## src/rtl/nocif_dram_read_req_split.sv

```systemverilog
// Per-client DRAM read-request splitter with latency-FIFO credit gate.
// Breaks {size, addr} client requests into window-aligned bursts of at most
// 2**MAX_BEATS_LOG2 atoms. A burst is offered only when the latency FIFO has
// room for all of its returning beats.
// Optional feature macro: NVDLA_RD_SPLIT_PERF_EN adds perf_credit_stall[31:0].
module nocif_dram_read_req_split #(
  parameter int AW             = 64,
  parameter int ATOM_LOG2      = 5,
  parameter int MAX_BEATS_LOG2 = 2
) (
  input  logic                 nvdla_core_clk,
  input  logic                 nvdla_core_rstn,
  input  logic                 client_rd_req_valid,
  output logic                 client_rd_req_ready,
  input  logic [AW+14:0]       client_rd_req_pd,
  input  logic                 client_rd_cdt_lat_fifo_pop,
  input  logic [7:0]           client_lat_fifo_depth,
  input  logic [3:0]           client_rd_axid,
  output logic                 out_valid,
  input  logic                 out_ready,
  output logic [AW-1:0]        out_addr,
  output logic [1:0]           out_len,
  output logic [3:0]           out_axid,
  output logic [6:0]           out_ctx
`ifdef NVDLA_RD_SPLIT_PERF_EN
  ,
  output logic [31:0]          perf_credit_stall
`endif
);

  localparam int BW = MAX_BEATS_LOG2 + 1;        // beats counter width (1..MB)
  localparam int MB = 1 << MAX_BEATS_LOG2;       // max atoms per burst

  typedef enum logic {S_IDLE, S_SPLIT} state_t;

  state_t               r_state, w_state_nxt;
  logic [AW-1:0]        r_addr;
  logic [15:0]          r_rem;
  logic                 r_first;
  logic [2:0]           r_seq;
  logic [8:0]           r_outst;

  logic [AW-1:0]        w_req_addr;
  logic [15:0]          w_req_rem;
  logic [MAX_BEATS_LOG2-1:0] w_off;
  logic [BW-1:0]        w_win;
  logic [BW-1:0]        w_beats;
  logic [BW-1:0]        w_len;
  logic                 w_last;
  logic [9:0]           w_avail;
  logic                 w_credit_ok;
  logic                 w_split;
  logic                 w_fire;
  logic                 w_accept;
  logic                 w_pop_eff;
  logic [8:0]           w_inc;

  // Request decode: drop the sub-atom address bits, convert size to atom count.
  assign w_req_addr = client_rd_req_pd[AW-1:0] & ~AW'((1 << ATOM_LOG2) - 1);
  assign w_req_rem  = {1'b0, client_rd_req_pd[AW+14:AW]} + 16'd1;

  // Burst sizing: never cross the burst window, never exceed what is left.
  assign w_split = (r_state == S_SPLIT);
  assign w_off   = r_addr[ATOM_LOG2+MAX_BEATS_LOG2-1:ATOM_LOG2];
  assign w_win   = BW'(MB) - {1'b0, w_off};
  assign w_beats = (r_rem < {{(16-BW){1'b0}}, w_win}) ? r_rem[BW-1:0] : w_win;
  assign w_len   = w_beats - BW'(1);
  assign w_last  = ({{(16-BW){1'b0}}, w_beats} == r_rem);

  // Credit gate: outstanding never exceeds depth, so the difference stays positive.
  assign w_avail     = {2'b00, client_lat_fifo_depth} - {1'b0, r_outst};
  assign w_credit_ok = (w_avail >= {{(10-BW){1'b0}}, w_beats});

  assign out_valid = w_split && w_credit_ok;
  assign w_fire    = out_valid && out_ready;
  assign w_accept  = client_rd_req_valid && client_rd_req_ready;

  // Payload is zero outside SPLIT so idle outputs match the reset values.
  assign out_addr = w_split ? r_addr : '0;
  assign out_len  = w_split ? w_len[MAX_BEATS_LOG2-1:0] : '0;
  assign out_ctx  = w_split ? {w_last, r_first, w_len[1:0], r_seq} : '0;
  assign out_axid = client_rd_axid;

  // Pops against an empty count are dropped; issue and pop may coincide.
  assign w_pop_eff = client_rd_cdt_lat_fifo_pop && (r_outst != 9'd0);
  assign w_inc     = w_fire ? {{(9-BW){1'b0}}, w_beats} : 9'd0;

  // State register.
  always_ff @(posedge nvdla_core_clk or negedge nvdla_core_rstn) begin
    if (!nvdla_core_rstn) r_state <= S_IDLE;
    else                  r_state <= w_state_nxt;
  end

  // Next state and client handshake; ready is held low while in reset.
  always_comb begin
    w_state_nxt         = r_state;
    client_rd_req_ready = 1'b0;
    case (r_state)
      S_IDLE: begin
        client_rd_req_ready = nvdla_core_rstn;
        if (w_accept) w_state_nxt = S_SPLIT;
      end
      S_SPLIT: begin
        if (w_fire && w_last) w_state_nxt = S_IDLE;
      end
      default: w_state_nxt = S_IDLE;
    endcase
  end

  // Request walker: capture on accept, advance address/remainder per burst.
  always_ff @(posedge nvdla_core_clk or negedge nvdla_core_rstn) begin
    if (!nvdla_core_rstn) begin
      r_addr  <= '0;
      r_rem   <= '0;
      r_first <= 1'b0;
    end else if (w_accept) begin
      r_addr  <= w_req_addr;
      r_rem   <= w_req_rem;
      r_first <= 1'b1;
    end else if (w_fire) begin
      r_addr  <= r_addr + (AW'(w_beats) << ATOM_LOG2);
      r_rem   <= r_rem - {{(16-BW){1'b0}}, w_beats};
      r_first <= 1'b0;
    end
  end

  // Burst sequence number runs freely across requests, wrapping naturally.
  always_ff @(posedge nvdla_core_clk or negedge nvdla_core_rstn) begin
    if (!nvdla_core_rstn) r_seq <= '0;
    else if (w_fire)      r_seq <= r_seq + 3'd1;
  end

  // Outstanding beat count owed to the latency FIFO.
  always_ff @(posedge nvdla_core_clk or negedge nvdla_core_rstn) begin
    if (!nvdla_core_rstn) r_outst <= '0;
    else                  r_outst <= r_outst + w_inc - {8'd0, w_pop_eff};
  end

`ifdef NVDLA_RD_SPLIT_PERF_EN
  logic [31:0] r_perf;
  // Count cycles a burst is ready to go but held back by credits; saturating.
  always_ff @(posedge nvdla_core_clk or negedge nvdla_core_rstn) begin
    if (!nvdla_core_rstn)                                  r_perf <= '0;
    else if (w_split && !w_credit_ok && (r_perf != '1))    r_perf <= r_perf + 32'd1;
  end
  assign perf_credit_stall = r_perf;
`endif

`ifndef SYNTHESIS
  // A depth smaller than the burst can never open the gate: programming error.
  a_depth_too_small: assert property (@(posedge nvdla_core_clk) disable iff (!nvdla_core_rstn)
    (w_split && (r_outst == 9'd0)) |-> out_valid)
    else $error("lat fifo depth %0d below burst size %0d", client_lat_fifo_depth, w_beats);

  // Offered burst must hold until taken.
  a_hold_stable: assert property (@(posedge nvdla_core_clk) disable iff (!nvdla_core_rstn)
    (out_valid && !out_ready) |=> (out_valid && $stable(out_addr) && $stable(out_len) && $stable(out_ctx)))
    else $error("burst payload changed while stalled");
`endif

endmodule
```

## config.mk

```make
export PLATFORM = sky130hd
export DESIGN_NAME = nocif_dram_read_req_split
export DESIGN_NICKNAME = d
export VERILOG_FILES = /design/src/rtl/nocif_dram_read_req_split.sv
export SDC_FILE = /design/constraint.sdc
export NUM_CORES = 1
export LEC_CHECK = 0
export CORE_MARGIN = 2
export CORE_UTILIZATION = 45
export CTS_CLUSTER_DIAMETER = 200
export DETAILED_ROUTE_END_ITERATION = 7
export PLACE_DENSITY = 0.74
export SETUP_SLACK_MARGIN = 0.15
export SLEW_MARGIN = 30
export SYNTH_ARGS = -nofsm -noshare
export SYNTH_HDL_FRONTEND = slang
export SYNTH_SLANG_ARGS = --single-unit
```

## constraint.sdc

```tcl
create_clock -name nvdla_core_clk -period 6.75 [get_ports nvdla_core_clk]
set_clock_uncertainty 0.1 [all_clocks]
set_input_delay 1.6875 -clock nvdla_core_clk [delete_from_list [all_inputs] [get_ports nvdla_core_clk]]
set_output_delay 1.6875 -clock nvdla_core_clk [all_outputs]
set_load 0.03 [all_outputs]
```

==> parameters.txt <==
Parameter                              Value

Route
  Routed WL per cell ... 16.28 um
  Drt initial violations ... 345
  Pre-antenna DRT Iters ... 5
  Residual antenna-violating net count after detailed routing ... 0
  Final routed DRC violation total ... 0
  WL final ... 19350 um
  Vias per inst ... 5.701
  Vias post-DR ... 6773

Layout
  Final-stage net count ... 1130
  Leading cell type in the layout, fill and taps excluded ... sky130_fd_sc_hd__clkdlybuf4s50_1
  Layout cells sized above 1 ... 4.800%
  Highest-count cells in the layout ignoring fill and taps ... sky130_fd_sc_hd__clkdlybuf4s50_1, sky130_fd_sc_hd__nand2_1, sky130_fd_sc_hd__dfrtp_1
  Layout fillers ... 1369
  Flip-flop and latch area ... 2227 sq um
  Number of antenna cells inserted ... 0
  Area added between synthesis and finish ... 29.00%
  Multi-input gate area in the final layout ... 4409 sq um

Floorplanning
  Floorplan die height ... 128.8 um
  Total core area ... 15200 sq um
  Number of core rows ... 45
  Die Width ... 128.8 um
  Die Outline Area ... 16590 sq um
  # IOs ... 175
  Initial standard-cell utilization of the core ... 46.12%

CTS
  CTS root buffer ... sky130_fd_sc_hd__clkbuf_16
  Depth of the CTS H-tree ... 3
  CTS Buf Count ... 9
  Maximum count of clock buffers along a single path ... 2
  Total number of clock tree sinks ... 89
  Latest clock arrival within the worst-skew pair ... 0.34 ns
  Register clock-pin slew on the reported worst setup and hold paths ... 0.06 ns
  Number of setup buffers added after CTS ... 0
  CTS tree ... built

Pwr
  Total power per unit cell area ... 443.3 nW/um^2
  Total power ... 4.009 mW
  Leakage power figure ... 3.587 nW
  Worst-case vdd ir drop ... 206.7 uV

Global route
  Global router's overall resource usage ... 23.61%
  Antenna violations before repair ... 0
  Via count of the first global-routing pass ... 6452
  GRT overflow ... 0
  Pin count of the biggest net entering global routing ... 80
  First-pass GRT wire length ... 31440 um

Yosys
  Post-Syn Area ... 7010 sq um
  Flip-flop and latch count after synthesis ... 89
  Post-Syn Instances ... 866
  Sequential area share after synthesis ... 31.77%
  Number of flops mapped to enable cells by yosys ... 0
  Average size of a mapped cell ... 8.095 sq um
  Synth async-reset ratio ... 100.0%
  Syn. warnings ... 0
  Primary FF master, synth ... sky130_fd_sc_hd__dfrtp_1
  Yosys cell types ... 61

Worst setup path
  Slowest cell delay on critical path ... 0.45 ns
  Cell class contributing the biggest share of worst-path delay ... adder cells
  Buffers plus inverters on the worst setup path ... 6
  Critical Path Sink Type ... flop
  Cells traversed along the worst timing path ... clkdlybuf4s50_1 > inv_1 > ha_1 > inv_1 > fa_1 > ha_1 > a21oi_1 > o221ai_1 > a2111oi_4 > buf_6 > a21oi_1 > nand2_1 > ha_1 > inv_1 > ha_1 > inv_1 > fa_1 > nor2b_1 > o21a_1 > o21ai_0 > a21oi_1 > nor2_1 > o21ai_0 > xnor2_1
  Data arrival, critical path ... 6.38 ns
  Largest fanout of any net on the critical path ... 36
  Type of the worst setup path ... in -> reg
  Nature of the critical path startpoint ... input port
  Worst-path cell with the longest stage delay ... sky130_fd_sc_hd__clkdlybuf4s50_1
  Data required time at the worst endpoint ... 6.91 ns

Placed design
  Quantity of I/O buffers inserted on ports ... 156
  Hpwl dp ... 13760 um
  Pre-CTS setup slack ... 0.1102 ns
  Placer's final routability congestion estimate ... 0.8328

Flow run
  Number of maximum-capacitance violations ... 0

STA
  Slew HR ... 38.83%
  Setup repair after global routing missed its margin ... false
  Final hold vios ... 0
  Fin worst setup slack ... 0.5267 ns
  Actual transition at the worst max-transition pin ... 0.9143 ns
  Setup violation total in the final timing report ... 0
  Final critical-path required period ... 6.223 ns
  Post-route fraction of the period consumed by the critical path ... 92.20%
  Total Negative Setup Slacks ... 0 ns
  Max Clock Freq ... 160.7 MHz
  Final Slew Violations ... 0

Min path
  Classification of the worst-slack hold path ... reg -> reg

Status
  Result of the run ... complete, no violations
==> layout make-up <==
class | instances | area share [%]
Multi-Input combinational cell | 683 | 48.75
Sequential cell | 89 | 24.63
Timing Repair Buffer | 172 | 18.64
Tap cell | 188 | 2.601
Clock buffer | 10 | 2.532
Inverter | 41 | 1.702
Clock inverter | 5 | 1.148
==> logic make-up after synthesis <==
family / Yosys count / share of synthesized area, %
buffers and inverters: 98 / 6.104
other: 1 / 0.05349
flip-flops: 89 / 31.77
AO/OA/AOI/OAI: 177 / 17.62
XOR/XNOR: 62 / 7.746
adder cells (fa/ha/maj): 38 / 7.210
multiplexers: 10 / 1.481
AND/OR/NAND/NOR: 391 / 28.02
==> cells in the mapped netlist (3+ instances only) <==
library cell / number / share of area (%)
sky130_fd_sc_hd__nand2_1: 132 / 7.1
sky130_fd_sc_hd__dfrtp_1: 89 / 32
sky130_fd_sc_hd__and2_1: 62 / 5.5
sky130_fd_sc_hd__nor2_1: 51 / 2.7
sky130_fd_sc_hd__xnor2_1: 50 / 6.2
sky130_fd_sc_hd__o21ai_0: 44 / 3.1
sky130_fd_sc_hd__inv_1: 41 / 2.2
sky130_fd_sc_hd__clkbuf_1: 39 / 2.1
sky130_fd_sc_hd__nand3_1: 38 / 2.7
sky130_fd_sc_hd__ha_1: 34 / 6.1
sky130_fd_sc_hd__a21oi_1: 28 / 2.0
sky130_fd_sc_hd__and3_1: 28 / 2.5
sky130_fd_sc_hd__nor3_1: 19 / 1.4
sky130_fd_sc_hd__a211oi_1: 16 / 1.7
sky130_fd_sc_hd__nand4_1: 16 / 1.4
sky130_fd_sc_hd__a2111oi_0: 15 / 1.9
sky130_fd_sc_hd__o211ai_1: 14 / 1.5
sky130_fd_sc_hd__xor2_1: 12 / 1.5
sky130_fd_sc_hd__buf_4: 11 / 1.2
sky130_fd_sc_hd__or4_1: 11 / 1.2
sky130_fd_sc_hd__a31oi_1: 8 / 0.71
sky130_fd_sc_hd__o311ai_0: 8 / 1.0
sky130_fd_sc_hd__mux2i_1: 7 / 1.0
sky130_fd_sc_hd__or3_1: 7 / 0.62
sky130_fd_sc_hd__a21o_1: 6 / 0.64
sky130_fd_sc_hd__nor4_1: 6 / 0.54
sky130_fd_sc_hd__o31ai_1: 5 / 0.54
sky130_fd_sc_hd__a211o_1: 4 / 0.50
sky130_fd_sc_hd__a22oi_1: 4 / 0.43
sky130_fd_sc_hd__fa_1: 4 / 1.1
sky130_fd_sc_hd__nor2b_1: 4 / 0.36
sky130_fd_sc_hd__a221o_1: 3 / 0.43
sky130_fd_sc_hd__buf_2: 3 / 0.21
sky130_fd_sc_hd__mux2_2: 3 / 0.48
sky130_fd_sc_hd__nand2b_1: 3 / 0.27
sky130_fd_sc_hd__nor3b_1: 3 / 0.32
sky130_fd_sc_hd__o311a_1: 3 / 0.43
==> worst reg2reg max path, stage by stage, from the launching register on <==
cell and delay (ns):
sky130_fd_sc_hd__dfrtp_1 0.40, sky130_fd_sc_hd__or3_1 0.43, sky130_fd_sc_hd__or4_1 0.45, sky130_fd_sc_hd__nor2_1 0.16
sky130_fd_sc_hd__nand2_1 0.14, sky130_fd_sc_hd__a211oi_4 0.31, sky130_fd_sc_hd__mux2_2 0.43, sky130_fd_sc_hd__inv_1 0.16
sky130_fd_sc_hd__ha_1 0.26, sky130_fd_sc_hd__a21oi_1 0.14, sky130_fd_sc_hd__o221ai_1 0.19, sky130_fd_sc_hd__a2111oi_4 0.38
sky130_fd_sc_hd__buf_6 0.33, sky130_fd_sc_hd__a21oi_1 0.21, sky130_fd_sc_hd__nand2_1 0.10, sky130_fd_sc_hd__ha_1 0.22
sky130_fd_sc_hd__inv_1 0.06, sky130_fd_sc_hd__ha_1 0.17, sky130_fd_sc_hd__inv_1 0.06, sky130_fd_sc_hd__fa_1 0.40
sky130_fd_sc_hd__nor2b_1 0.14, sky130_fd_sc_hd__o21a_1 0.13, sky130_fd_sc_hd__o21ai_0 0.08, sky130_fd_sc_hd__a21oi_1 0.15
sky130_fd_sc_hd__nor2_1 0.08, sky130_fd_sc_hd__o21ai_0 0.22, sky130_fd_sc_hd__xnor2_1 0.15
==> what timing repair did <==
item | 4_1_cts | 5_1_grt
endpoints found under the setup margin | 0 | 2
resized for setup | 0 | 3
hold buffers | 0 | 0
==> power breakdown <==
group,internal (mW),switching (mW)
Clock,0.361,0.217
Sequential,0.751,0.234
Combinational,1.07,1.38
==> per-stage QoR <==
stage / cells / area [sq um] / util (%) / hold slack (ns)
final: 1188 / 9044 / 59.49 / 0.3836
after global routing: 1188 / 9044 / 59.49 / 0.4113
after CTS: 1188 / 9025 / 59.37 / 0.3841
after detailed placement: 1173 / 8692 / 57.18 / 0.3751
after global placement: 1173 / 8687 / 57.14 / 0.3731
after floorplan: 870 / 7025 / - / 0.3375
==> worst paths after layout <==
kind	from	cells after the start	slack, ns	end
max	client_lat_fifo_depth[0]	24	0.53	r_outst[8]
min	r_seq[2]	1	0.38	r_seq[2]
max reg2reg	r_rem[5]	26	0.62	r_outst[8]
min reg2reg	r_seq[2]	1	0.38	r_seq[2]
max in group asynchronous	nvdla_core_rstn	2	4.24	r_addr[23]
min in group asynchronous	nvdla_core_rstn	1	1.22	r_rem[1]
==> registers in the layout (all words and copies together), names as in the netlist <==
| name | cells |
|---|---|
| r_addr | 59 |
| r_rem | 16 |
| r_outst | 9 |
| r_seq | 3 |
| r_first | 1 |
| r_state | 1 |
==> layer usage <==
metal  vias up  track usage [%]  routed length (um)
met1      3230            31.50                8678
met3        25            3.742                1099
met4         0            9.079                 409
li1       3313                -                   -
met5         -                0                   0
met2       205            38.72                9160
No activity file was read; power rests on OpenSTA's default activity.
